### config.mk
export PLATFORM = sky130hd
export DESIGN_NAME = return_stack
export DESIGN_NICKNAME = d
export VERILOG_FILES = /design/src/rtl/return_stack_pkg.sv /design/src/rtl/return_stack_mem.sv /design/src/rtl/return_stack.sv
export SDC_FILE = /design/constraint.sdc
export NUM_CORES = 1
export LEC_CHECK = 0
export CAP_MARGIN = 40
export CORE_MARGIN = 5
export CORE_UTILIZATION = 57
export CTS_CLUSTER_DIAMETER = 150
export DETAILED_ROUTE_END_ITERATION = 16
export GPL_TIMING_DRIVEN = 0
export MAX_ROUTING_LAYER = met4
export PLACE_DENSITY_LB_ADDON = 0.12
export SETUP_SLACK_MARGIN = 0.1
export SLEW_MARGIN = 10
export SYNTH_ARGS = -nofsm -noshare
export SYNTH_HDL_FRONTEND = slang
export SYNTH_SLANG_ARGS = --single-unit
### constraint.sdc
create_clock -name clk -period 4.8 [get_ports clk]
set_clock_uncertainty 0.05 [all_clocks]
set_input_delay 0.48 -clock clk [delete_from_list [all_inputs] [get_ports clk]]
set_output_delay 0.48 -clock clk [all_outputs]
set_load 0.01 [all_outputs]
### src/rtl/return_stack_pkg.sv
// Shared microprocessor constants.
// Holds the default return-address width and return-stack depth. The PC and
// the PC incrementer use the same address width, so all three stay in step.
package return_stack_pkg;

  localparam int addr_width  = 32;
  localparam int stack_depth = 8;

endpackage

### src/rtl/return_stack_mem.sv
// stack_mem: storage array for the return stack.
// A depth x width register array with one synchronous write port and one
// asynchronous read port. The contents are not reset.
//   clk   : rising-edge clock
//   we    : write enable
//   waddr : write index
//   wdata : write data
//   raddr : read index
//   rdata : read data, combinational from raddr
module stack_mem #(
  parameter int width = 32,
  parameter int depth = 8,
  localparam int aw   = $clog2(depth)
) (
  input  logic             clk,
  input  logic             we,
  input  logic [aw-1:0]    waddr,
  input  logic [width-1:0] wdata,
  input  logic [aw-1:0]    raddr,
  output logic [width-1:0] rdata
);

  logic [width-1:0] mem [depth];

  always_ff @(posedge clk) begin
    if (we) mem[waddr] <= wdata;
  end

  assign rdata = mem[raddr];

endmodule

### src/rtl/return_stack.sv
// return_stack: hardware subroutine return-address stack.
// push writes din on top of the stack (call); pop removes the top (return).
// push and pop together on a non-empty stack replace the top entry in place.
// Requests that would run past either end are dropped and flagged with a
// one-cycle overflow/underflow pulse; the count never wraps.
//   clk       : rising-edge clock
//   rst_n     : synchronous active-low reset, wins over push/pop
//   push, pop : call / return requests
//   din       : return address to push
//   dout      : current top of stack, 0 when empty (combinational)
//   empty     : no entries
//   full      : depth entries
//   overflow  : registered pulse, a push was rejected
//   underflow : registered pulse, a pop was rejected
module return_stack
  import return_stack_pkg::*;
#(
  parameter int width = addr_width,
  parameter int depth = stack_depth
) (
  input  logic             clk,
  input  logic             rst_n,
  input  logic             push,
  input  logic             pop,
  input  logic [width-1:0] din,
  output logic [width-1:0] dout,
  output logic             empty,
  output logic             full,
  output logic             overflow,
  output logic             underflow
);

  localparam int cw = $clog2(depth + 1);
  localparam int aw = $clog2(depth);

  logic [cw-1:0]    count;
  logic [cw-1:0]    count_nxt;
  logic [aw-1:0]    top_addr;
  logic [aw-1:0]    waddr;
  logic [width-1:0] rd_data;
  logic             we;
  logic             ovf_nxt;
  logic             unf_nxt;

  assign empty = (count == '0);
  assign full  = (count == cw'(depth));

  // Index of the top entry; only meaningful when not empty.
  assign top_addr = aw'(count - cw'(1));

  always_comb begin
    we        = 1'b0;
    waddr     = count[aw-1:0];
    count_nxt = count;
    ovf_nxt   = 1'b0;
    unf_nxt   = 1'b0;
    if (push && pop && !empty) begin
      // Return-then-call: replace the top, depth unchanged.
      we    = 1'b1;
      waddr = top_addr;
    end else if (push) begin
      // Also covers push+pop on an empty stack, which acts as a plain push.
      if (full) begin
        ovf_nxt = 1'b1;
      end else begin
        we        = 1'b1;
        count_nxt = count + cw'(1);
      end
    end else if (pop) begin
      if (empty) unf_nxt = 1'b1;
      else       count_nxt = count - cw'(1);
    end
  end

  always_ff @(posedge clk) begin
    if (!rst_n) begin
      count     <= '0;
      overflow  <= 1'b0;
      underflow <= 1'b0;
    end else begin
      count     <= count_nxt;
      overflow  <= ovf_nxt;
      underflow <= unf_nxt;
    end
  end

  // Write is suppressed during reset so a concurrent push leaves no trace.
  stack_mem #(
    .width (width),
    .depth (depth)
  ) u_mem (
    .clk   (clk),
    .we    (we && rst_n),
    .waddr (waddr),
    .wdata (din),
    .raddr (top_addr),
    .rdata (rd_data)
  );

  assign dout = empty ? '0 : rd_data;

endmodule

==> qor.yml <==
timing.max_cap.violations: 0
drive_above_1_share_pct: 22.31
yosys_register_bits: 262
synth_compound_area_share_pct: 2.617
worstPathArrival_ns: 3.93
cellPowerDensity_nw_per_um2: 602.1
crit_path_end_kind: "output port"
maxSlewHeadroom_pct: 39.51
vias: 5183
vias_per_cell: 6.048
synth.avg_cell_area_um2: 20.03
fp-row-count: 48
die_h_um: 143.4
peakVddDrop_mv: 0.3976
gp_congestion: 0.7413
status: "finished, final reports clean"
async_flop_share_pct: 0
required_ns: 4.27
finalWorstSetupSlack_ns: 0.3440
multi_input_area_um2: 2253
fill_cells: 1072
synthFlopType: "edfxtp_1"
cts.path.max_buffers: 3
drt_iter0_drc: 449
ant_nets: 0
post_cts_buffers: 0
die-area_um2: 20550
whs_ns: 0.2561
postLayoutCoreUtil_pct: 70.73
antenna_found_initial: 0
grt_max_degree: 20
cts_made_buffers: 26
final-seq-area_um2: 7807
grt_pass1_vias: 5429
ys.warnings.count: 0
clock-root-buffer: "clkbuf_16"
start_util_pct: 58.40
clkSinkCount: 262
synth_cell_types: 34
hpwl_mm: 12.88
fin_crit_ns: 4.456
cts_tree: "done"
rsz0062_at_grt: "yes"
synthCells: 506
syn_to_final_growth_pct: 21.12
overflow: 0
drc: 0
fin_crit_sh_pct: 92.83
syn_nets: 544
place_ws_ns: 0.7428
clk_pin_slew_worst_paths_ns: 0.06
synth.area.top_cells: "edfxtp_1, mux4_2, nand2_1"
synth_mux_area_share_pct: 14.46
synth_edf_count: 256
yosys.area_share.simple_pct: 3.975
syn_area_um2: 10140
grt_pass1_wl_mm: 31.47
grt_use_total_pct: 21.34
diodes: 0
setup_viol: 0
worstSkewPairLatency_ns: 0.51
ios: 72
io_buffers: 70
firstDrtPassIters: 5
hold_path_class: "input pin to flip-flop"
fin_nets: 650
synth_top_area_share_pct: 75.84
core_um2: 17360
synth_xor_area_share_pct: 0.3456
fmax_mhz: 224.4
htreeDepth: 1
cts_hold_buf: 0
p_leak_nw: 3.936
wl_mm: 20.85
worst_pin_slew_ns: 0.9054
avgRoutedWirePerCell_um: 24.33
synth_top_family_by_area: "multiplexers"
hold_viol_final: 0
synth.largest_area_cell: "edfxtp_1"
synth_seq_area_share_pct: 77.03
crit_type: "flip-flop to output port"
synthAdderAreaFrac_pct: 0.2469
start_kind: "flip-flop"
dieWidth_um: 143.4
drv_slew: 0
path_max_fanout: 10
-- registers in the layout, summed over array words and instances (netlist names) --
register   cells
u_mem.mem    256
count          4
overflow       1
underflow      1
-- cell families after synthesis --
kind of cell,after synthesis
compound gates,48
xor+xnor,4
fa+ha+maj,2
buf+inv,32
flops,262
mux,66
simple gates,92
-- layout by cell type (no fill, tap or decap), types with 5 or more instances in the layout --
cell             instances
bufinv_16                5
edfxtp_1               256
mux4_2                  64
buf_2                   12
clkbuf_2                 7
a21oi_1                 36
dfxtp_1                  6
nand2_1                 67
clkinv_1                 6
nor2_4                   8
clkbuf_1                11
clkbuf_16               27
clkdlybuf4s50_1         70
-- critical path, cell delays in order, from the launching register on --
cell and delay (ns):
dfxtp_1 0.34, buf_2 0.26, buf_2 0.30, inv_1 0.14
ha_1 0.30, clkbuf_1 0.33, buf_2 0.38, buf_2 0.31
mux4_2 0.23, nand2_1 0.05, a21oi_1 0.20, clkdlybuf4s50_1 0.57
-- worst paths after layout --
path / from / slack [ns] / endpoint / depth (start not counted)
setup / recovery: count[0] / 0.34 / dout[27] / 11
hold / removal: push / 0.26 / underflow / 2
setup reg to reg: count[0] / 0.76 / u_mem.mem[0][8] / 11
hold reg to reg: count[3] / 0.55 / count[3] / 2
-- per-layer routing --
layer | up-vias | wire [um] | GRT usage (%)
met2 | 184 | 10920 | 36.55
li1 | 2270 | - | -
met1 | 2697 | 8324 | 27.76
met4 | 0 | 326 | 4.212
met3 | 32 | 1282 | 3.428
met5 | - | 0 | -
-- Yosys cell counts, types with 2 or more instances --
library cell,instances
edfxtp_1,256
nand2_1,67
mux4_2,64
a21oi_1,36
clkbuf_1,14
buf_2,12
nor2_1,9
dfxtp_1,6
a31oi_1,4
inv_1,4
xor2_1,3
ha_1,2
nor3_1,2
nor4_1,2
nor4b_1,2
o21ai_0,2
o31ai_1,2
or3_1,2
or4_1,2
-- final cells by class --
cell class | count | share of cell area [%]
Inverter | 5 | 0.1529
Clock buffer | 31 | 5.626
Sequential cell | 262 | 63.60
Clock inverter | 17 | 1.702
Tap cell | 225 | 2.293
Buffer | 27 | 1.019
Multi-Input combinational cell | 212 | 18.36
Timing Repair Buffer | 78 | 7.256
-- report_power, final --
group          switching [mW]  internal [mW]  leakage (nW)
logic                    1.41           1.17          1.14
registers              0.0386           2.67          2.36
clock network           0.817           1.29         0.438
-- stage by stage --
stage	area (um2)	power, mW	setup TNS (ns)	std cells
floorplan	10140	4.227	0	506
global placement	11120	5.260	-203.33	801
detailed placement	11370	5.355	0	809
CTS	12270	7.466	0	857
global route	12280	7.740	0	857
finish	12280	7.392	0	857
-- what timing repair did --
item | CTS | global route
pin swaps | 0 | 0
endpoints found under the setup margin | 1 | 19
gates resized for setup | 1 | 12
Power figures use the tool's default switching activity.
